--- src/rtl/config_chain_segment_if.sv ---
// ------------------------------------------------------------------
// config_chain_segment_if : shift/commit bus of a config chain segment
// Revision 1.0
// ------------------------------------------------------------------
`default_nettype none

interface config_chain_segment_if #(
  parameter int WIDTH = 24,
  parameter int LANES = 1
);
  logic             enable;
  logic [LANES-1:0] data_in;
  logic             clear;
  logic             commit;
  logic [LANES-1:0] chain_out;
  logic [WIDTH-1:0] config_out;
  logic             loaded;
  logic             commit_error;

  modport master (
    output enable, data_in, clear, commit,
    input  chain_out, config_out, loaded, commit_error
  );

  modport slave (
    input  enable, data_in, clear, commit,
    output chain_out, config_out, loaded, commit_error
  );
endinterface

`default_nettype wire

--- src/rtl/config_chain_segment.sv ---
// ------------------------------------------------------------------
// config_chain_segment : double-buffered LANES-wide config shift segment
// Revision 1.0
// ------------------------------------------------------------------
`default_nettype none

module config_chain_segment #(
  parameter int WIDTH = 24,
  parameter int LANES = 1
) (
  input  logic                   clock,
  input  logic                   reset,
  config_chain_segment_if.slave  bus
);

  localparam int SHIFTS = WIDTH / LANES;
  localparam int CW     = $clog2(SHIFTS + 1);
  localparam logic [CW-1:0] SHIFTS_C = CW'(SHIFTS);
  localparam logic [CW-1:0] ONE_C    = CW'(1);

  typedef enum logic [1:0] {
    EMPTY   = 2'd0,
    FILLING = 2'd1,
    LOADED  = 2'd2
  } state_t;

  // A single-shift segment is full after its very first shift.
  localparam state_t FIRST_STATE = (SHIFTS == 1) ? LOADED : FILLING;

  state_t           r_state, w_state_next;
  logic [CW-1:0]    r_count, w_count_next;
  logic [WIDTH-1:0] r_shadow, w_shadow_next, w_shifted;
  logic [WIDTH-1:0] r_config, w_config_next;
  logic             r_error, w_error_next;
  logic             w_do_commit;

  generate
    if (LANES == WIDTH) begin : g_full_lane
      assign w_shifted = bus.data_in;
    end else begin : g_partial_lane
      assign w_shifted = {r_shadow[WIDTH-LANES-1:0], bus.data_in};
    end
  endgenerate

  assign w_do_commit = bus.commit & ~bus.clear & (r_state == LOADED);

  always_comb begin
    w_state_next  = r_state;
    w_count_next  = r_count;
    w_shadow_next = r_shadow;
    w_config_next = r_config;
    w_error_next  = r_error;

    if (bus.clear) begin
      w_shadow_next = '0;
      w_count_next  = '0;
      w_state_next  = EMPTY;
    end else begin
      if (bus.enable) begin
        w_shadow_next = w_shifted;
      end

      if (w_do_commit) begin
        // Active config takes the pre-shift shadow; a same-cycle shift starts the next load.
        w_config_next = r_shadow;
        if (bus.enable) begin
          w_count_next = ONE_C;
          w_state_next = FIRST_STATE;
        end else begin
          w_count_next = '0;
          w_state_next = EMPTY;
        end
      end else begin
        if (bus.commit) begin
          w_error_next = 1'b1;
        end
        if (bus.enable && (r_count != SHIFTS_C)) begin
          w_count_next = r_count + ONE_C;
        end
        case (r_state)
          EMPTY: begin
            if (bus.enable) begin
              w_state_next = FIRST_STATE;
            end
          end
          FILLING: begin
            if (bus.enable && ((r_count + ONE_C) == SHIFTS_C)) begin
              w_state_next = LOADED;
            end
          end
          default: begin
            w_state_next = r_state;
          end
        endcase
      end
    end
  end

  always_ff @(posedge clock or posedge reset) begin
    if (reset) begin
      r_state  <= EMPTY;
      r_count  <= '0;
      r_shadow <= '0;
      r_config <= '0;
      r_error  <= 1'b0;
    end else begin
      r_state  <= w_state_next;
      r_count  <= w_count_next;
      r_shadow <= w_shadow_next;
      r_config <= w_config_next;
      r_error  <= w_error_next;
    end
  end

  assign bus.chain_out    = r_shadow[WIDTH-1 -: LANES];
  assign bus.config_out   = r_config;
  assign bus.loaded       = (r_state == LOADED);
  assign bus.commit_error = r_error;

endmodule

`default_nettype wire

--- src/flat_wrapper.sv ---
// flat-port wrapper written by rule: the top's interface ports become plain ports
module config_chain_segment_flat 
#(
  parameter int WIDTH = 24,
  parameter int LANES = 1
)
  (clock, reset, bus_enable, bus_data_in, bus_clear, bus_commit, bus_chain_out, bus_config_out, bus_loaded, bus_commit_error);
  config_chain_segment_if #(.WIDTH(WIDTH), .LANES(LANES)) bus_i ();
  input  logic clock;
  input  logic reset;
  input wire logic [$bits(bus_i.enable)-1:0] bus_enable;
  input wire logic [$bits(bus_i.data_in)-1:0] bus_data_in;
  input wire logic [$bits(bus_i.clear)-1:0] bus_clear;
  input wire logic [$bits(bus_i.commit)-1:0] bus_commit;
  output wire logic [$bits(bus_i.chain_out)-1:0] bus_chain_out;
  output wire logic [$bits(bus_i.config_out)-1:0] bus_config_out;
  output wire logic [$bits(bus_i.loaded)-1:0] bus_loaded;
  output wire logic [$bits(bus_i.commit_error)-1:0] bus_commit_error;
  assign bus_i.enable = bus_enable;
  assign bus_i.data_in = bus_data_in;
  assign bus_i.clear = bus_clear;
  assign bus_i.commit = bus_commit;
  assign bus_chain_out = bus_i.chain_out;
  assign bus_config_out = bus_i.config_out;
  assign bus_loaded = bus_i.loaded;
  assign bus_commit_error = bus_i.commit_error;
  config_chain_segment #(.WIDTH(WIDTH), .LANES(LANES)) u_core (.clock(clock), .reset(reset), .bus(bus_i));
endmodule
--- config.mk ---
export PLATFORM = sky130hd
export DESIGN_NAME = config_chain_segment_flat
export DESIGN_NICKNAME = d
export VERILOG_FILES = /design/src/rtl/config_chain_segment_if.sv /design/src/rtl/config_chain_segment.sv /design/src/flat_wrapper.sv
export SDC_FILE = /design/constraint.sdc
export NUM_CORES = 1
export LEC_CHECK = 0
export ABC_AREA = 1
export BUFFER_PORTS_ARGS = -buffer_cell sky130_fd_sc_hd__buf_4
export CELL_PAD_IN_SITES_DETAIL_PLACEMENT = 0
export CELL_PAD_IN_SITES_GLOBAL_PLACEMENT = 1
export CORE_MARGIN = 4
export CORE_UTILIZATION = 46
export CTS_CLUSTER_SIZE = 12
export DETAILED_ROUTE_END_ITERATION = 6
export GPL_ROUTABILITY_DRIVEN = 0
export HOLD_SLACK_MARGIN = 0.12
export PLACE_DENSITY = 0.93
export SLEW_MARGIN = 20
export SYNTH_ARGS = -nofsm -noshare
export SYNTH_HDL_FRONTEND = slang
export SYNTH_SLANG_ARGS = --single-unit
--- constraint.sdc ---
create_clock -name clock -period 3.1 [get_ports clock]
set_input_delay 0.465 -clock clock [delete_from_list [all_inputs] [get_ports clock]]
set_output_delay 0.465 -clock clock [all_outputs]
set_load 0.005 [all_outputs]
==> results.toml, run 1 <==
[worst_setup_path]
critPathArrivalTime_ns = 1.82
worstReg2RegStart = "u_core.r_state[1]"
cp_num_buf_inv = 1
cpPeakStageDelay_ns = 0.39
crit_type = "register to register"
cpMaxStageDelayCell = "dfrtp_1"
cp-start-kind = "register"
required_ns = 3.34
cp-startpoint = "u_core.r_state[1]"
crit_family = "simple AND/OR/NAND/NOR gates"
crit_fanout = 50
cp_cell_sequence = "inv_1, nor2_4, nand2_4, nand2_2, a21boi_0, nand3_1, nand2_1"
cp-end-kind = "register"

[synth]
yosys.area.top_type = "dfrtp_1"
syn_area_sq_mm = 0.00229
synthesis.nets = 241
synth_top_area_frac = 0.613
synth.area.top_cells = "dfrtp_1 61%, nand2_1 8.7%, o22ai_1 6.3%"
postSynthAreaPerCell_sq_um = 9.85
synthMostInstantiatedCell = "dfrtp_1"
synthCells = 232
synth_edf_count = 0
ys_ff_latch = 56
synthArstFlopShare = 1.00
synth_common_cells = "56 x dfrtp_1, 53 x nand2_1, 34 x inv_1"
ys_types = 23
yosys_warnings = 0
synthFlopType = "dfrtp_1"
ys_seq_area_frac = 0.613

[placed_design]
numPortBuffers = 32
dp.cells = 322
place_hpwl_mm = 2.81

[power]
irDropWorstVdd_mv = 0.299
p_leak_nw = 1.26
p_per_area_mw_per_mm2 = 525
total_power_w = 0.00139

[detailed_routing]
ant_nets = 0
drt_iter0_drc = 87
drt_pass1_iterations = 4
dr_total_vias = 1576
vias_per_cell = 4.78
finalWirelength_mm = 3.95
drcViolationCount = 0
wire_per_inst_microns = 12.0

[clocking]
cts.sink_count = 56
cts_tree = "built"
clk_path_buf_depth = 2
cts_buffers = 5
path_clk_slew_ns = 0.10
cts_setup_buffers = 0
clk_latency_ns = 0.30
postCtsHoldBufs = 0
htreeDepth = 2
post_cts_resized = 0
root_buffer = "clkbuf_8"

[floorplanning]
die_w_microns = 78.5
row_count = 25
die_height_microns = 78.5
dieArea_sq_mm = 0.00616
core_area_sq_mm = 0.00475
io_pins = 33
initial_core_util = 0.481

[timing]
grt_setup_unrepaired = "no"
slew_headroom = 0.472
fin_skew_ns = 0.00634
finalSetupTns_ns = 0
fin_crit_sh = 0.507
finalHoldViolations = 0
finalCriticalPeriod_ns = 1.57
setup_violations = 0
maxSlewViolCount = 0
achievable-frequency_ghz = 0.636
worstMarginPinSlew_ns = 0.791

[hold_path]
min_path_type = "primary input to async pin"

[global_routing]
grt_pass1_wl_mm = 7.09
grt_start_max_net_pins = 51
track_usage = 0.143
grt_pass1_vias = 1528
overflow = 0
antenna_found_initial = 0

[cells_and_area]
final_cells = 330
insertedDiodeCount = 0
layout.nets = 271
utilization = 0.557
syn2layout_area_growth_pct = 15.9
drive_gt1_frac = 0.205

[outcome]
status = "finished clean"

[flow_run]
drv_cap = 0
[power breakdown]
part,switching [W],internal [W]
Clock,0.000229,0.000160
Sequential,0.0000356,0.000768
Combinational,0.000118,0.0000805
[cell usage in the layout (no fill, tap or decap)]
cell type / synthesis / layout
inv_2: 1 / 2
nor2_2: 1 / 1
a21oi_2: 1 / 1
clkinv_4: 0 / 1
clkbuf_8: 0 / 5
o21bai_1: 1 / 1
nand3_1: 10 / 10
buf_4: 0 / 33
o21ai_2: 4 / 4
nor2_4: 2 / 2
o22ai_1: 23 / 23
ha_1: 3 / 3
nand2_1: 53 / 53
nor2_1: 3 / 3
inv_1: 34 / 33
a31oi_2: 1 / 1
nand2_4: 1 / 1
clkinvlp_4: 0 / 2
nand2_2: 1 / 1
o21ai_0: 11 / 11
a21boi_0: 1 / 1
nand4_1: 2 / 2
dfrtp_1: 56 / 56
o21ai_1: 13 / 13
[metal layers]
layer	vias up	global-route usage	wire length, microns
li1	814	-	-
met1	727	0.189	1850
met2	31	0.235	1890
met3	4	0.0310	172
met4	0	0.0472	37
met5	-	0	0
[layout make-up]
class                           instances  area, sq um
Inverter                               35          131
Timing Repair Buffer                   33          248
Fill cell                             439         2110
Tap cell                               67         83.8
Clock buffer                            5         68.8
Multi-Input combinational cell        131          692
Clock inverter                          3         23.8
Sequential cell                        56         1400
[state kept, by name (all words and copies together), names as in the netlist]
signal,cells
u_core.bus.config_out,24
u_core.r_shadow,24
u_core.r_count,5
u_core.r_state,2
u_core.bus.commit_error,1
[per-stage QoR]
step	cell area [sq um]	setup WS (ns)	hold WS, ns
floorplan	2290	1.26	0.449
global placement	2560	1.33	0.468
detailed placement	2560	1.31	0.466
CTS	2650	1.51	0.140
global route	2650	1.36	0.153
finish	2650	1.53	0.133
[final timing paths]
kind,slack [ns],to,depth (start not counted)
max,1.53,u_core.r_state[0],7
min,0.13,u_core.bus.config_out[20],2
max reg2reg,1.53,u_core.r_state[0],7
min reg2reg,0.49,u_core.bus.commit_error,1
max in group asynchronous,2.17,u_core.bus.config_out[1],3
min in group clock,0.42,u_core.r_shadow[0],3
[worst reg2reg max path: cells and delay by family, from the launching register on]
kind            cells  cell delay (ns)
simple gates        5             0.79
flops               1             0.39
compound gates      1             0.20
buf+inv             1             0.15
[cells by family after synthesis]
| group | share of synthesized area |
|---|---|
| and+or+nand+nor | 0.140 |
| DFF | 0.613 |
| AOI/OAI and AO/OA | 0.147 |
| adders and majority gates | 0.0164 |
| buffers and inverters | 0.0843 |
Power figures use the tool's default switching activity.
==> inputs of run 2 (changes only) <==
- CORE_UTILIZATION: 46 -> 39
- PLACE_DENSITY: 0.93 -> 0.85
- clock period: 3.1 -> 1.4 ns (I/O delays scaled with it)
==> results.toml, run 2 (synthesis gave the netlist of run 1 again) <==
[worst_setup_path]
worstReg2RegStart = "u_core.r_count[0]"
crit_type = "register to output port"
crit_fanout = 4
crit_family = "flip-flops"
reg2reg_depth = 9
critPathArrivalTime_ns = 1.12
cp-startpoint = "u_core.r_state[0]"
cp-start-kind = "register"
worstReg2RegEnd = "u_core.r_state[0]"
cp_num_buf_inv = 1
required_ns = 1.19
cp_cell_sequence = "nor2_4, buf_4"
cpPeakStageDelay_ns = 0.44
r2r_setup_slack_ns = 0.08
crit_cells = 2
cp-end-kind = "output port"
endpoint = "bus_loaded"
cpMaxStageDelayCell = "dfrtp_1"

[clocking]
clk_latency_ns = 0.30
cts_tree = "built"
htreeDepth = 2
cts.sink_count = 56
root_buffer = "clkbuf_8"
path_clk_slew_ns = 0.09
clk_path_buf_depth = 2
cts_buffers = 5
cts_setup_buffers = 0

[power]
irDropWorstVdd_mv = 0.397
clockPowerShare = 0.280
p_leak_nw = 1.31
p_per_area_mw_per_mm2 = 1150
p_int_w = 0.00232
sw_frac_of_total = 0.274
comb_power_share = 0.161
pwr-share-seq = 0.558
p_sw_w = 0.000878

[global_routing]
overflow = 0
grt_pass1_wl_mm = 7.49
antenna_found_initial = 0
track_usage = 0.128
grt_start_max_net_pins = 30
grt_pass1_vias = 1592

[floorplanning]
dieArea_sq_mm = 0.00715
io_pins = 33
die_height_microns = 84.6
core_area_sq_mm = 0.00561
row_count = 27
die_w_microns = 84.6
initial_core_util = 0.408

[timing]
fin_crit_sh = 0.953
finalSetupTns_ns = 0
grt_setup_unrepaired = "no"
finalHoldViolations = 0
slew_headroom = 0.704
finalCriticalPeriod_ns = 1.33
maxSlewViolCount = 0
achievable-frequency_ghz = 0.749
worstMarginPinSlew_ns = 0.444
setup_violations = 0
fin_skew_ns = 0.00421

[detailed_routing]
drcViolationCount = 0
m1WireLength_mm = 2.15
drt_iter0_drc = 58
wire_per_inst_microns = 12.8
vias_per_cell = 4.83
ant_nets = 0
highest_layer = "met4"
dr_wl_met3_microns = 210
drt_pass1_iterations = 4
dr_total_vias = 1658
route.met2.wl_mm = 1.98
finalWirelength_mm = 4.40

[cells_and_area]
layout.nets = 279
fin_area_sq_mm = 0.00278
final_common_cell = "dfrtp_1"
final_cell_mix = "54 x dfrtp_1, 53 x nand2_1, 38 x buf_4, 33 x inv_1, 23 x o22ai_1"
drive_gt1_frac = 0.236
syn2layout_area_growth_pct = 21.6
insertedDiodeCount = 0

[hold_path]
min_path_type = "primary input to register"

[flow_run]
drv_cap = 0

[placed_design]
numPortBuffers = 32
place_hpwl_mm = 3.02
place_area_sq_mm = 0.00264

[outcome]
status = "finished clean"
[run 2: metal layers]
metal,track usage,up-vias
met2,0.201,33
met3,0.0353,6
met5,0,-
li1,-,833
met1,0.174,786
met4,0.0388,0
[run 2: timing repair]
action | in CTS | in global routing
endpoints found under the hold margin | 17 | 0
endpoints found under the setup margin | 0 | 7
hold buffers | 1 | 0
gates resized for setup | 0 | 6
[run 2: cell type report]
cell class,instances,area [sq um]
clock buffers,6,82.6
clock inverters,2,10.0
fillers,538,2830
inverters,35,135
multi-input cells,131,722
flip-flops and latches,56,1400
well taps,72,90.1
repair buffers,41,335
[run 2: worst min-delay path by stage]
stage          startpoint                         to  slack (ns)  depth (start not counted)
2_1_floorplan       reset    u_core.bus.commit_error        0.29                          1
3_3_place_gp        reset  u_core.bus.config_out[11]        0.25                          2
3_5_place_dp        reset  u_core.bus.config_out[11]        0.26                          2
4_1_cts        bus_commit    u_core.bus.commit_error        0.20                          3
5_1_grt        bus_commit    u_core.bus.commit_error        0.21                          3
6_report       bus_commit    u_core.bus.commit_error        0.20                          3
[run 2: power by group through the flow]
stage	sequential, W	clock (W)	combinational [W]
floorplan	0.00180	0	0.000314
global placement	0.00180	0	0.000500
detailed placement	0.00181	0	0.000504
CTS	0.00178	0.000916	0.000509
global route	0.00180	0.000991	0.000578
finish	0.00179	0.000898	0.000517
[run 2: per-stage QoR]
stage	util	worst slack (ns)	total power [W]	instances	hold WS, ns
floorplan	-	0.136	0.00211	232	0.290
global route	0.496	0.00102	0.00337	343	0.214
global placement	0.471	0.0555	0.00230	334	0.248
CTS	0.490	0.00542	0.00320	343	0.203
finish	0.496	0.0655	0.00320	343	0.202
detailed placement	0.471	0.00893	0.00231	334	0.256
[run 2: worst register-to-register path, cell delays in order, from the launching register on]
cell and delay [ns]:
dfrtp_2 0.43, buf_4 0.14, ha_1 0.16, nand2_1 0.06
nor2_1 0.10, nand3_1 0.08, nand2_1 0.10, nand2_1 0.06
nand2_1 0.05, nand2_1 0.04
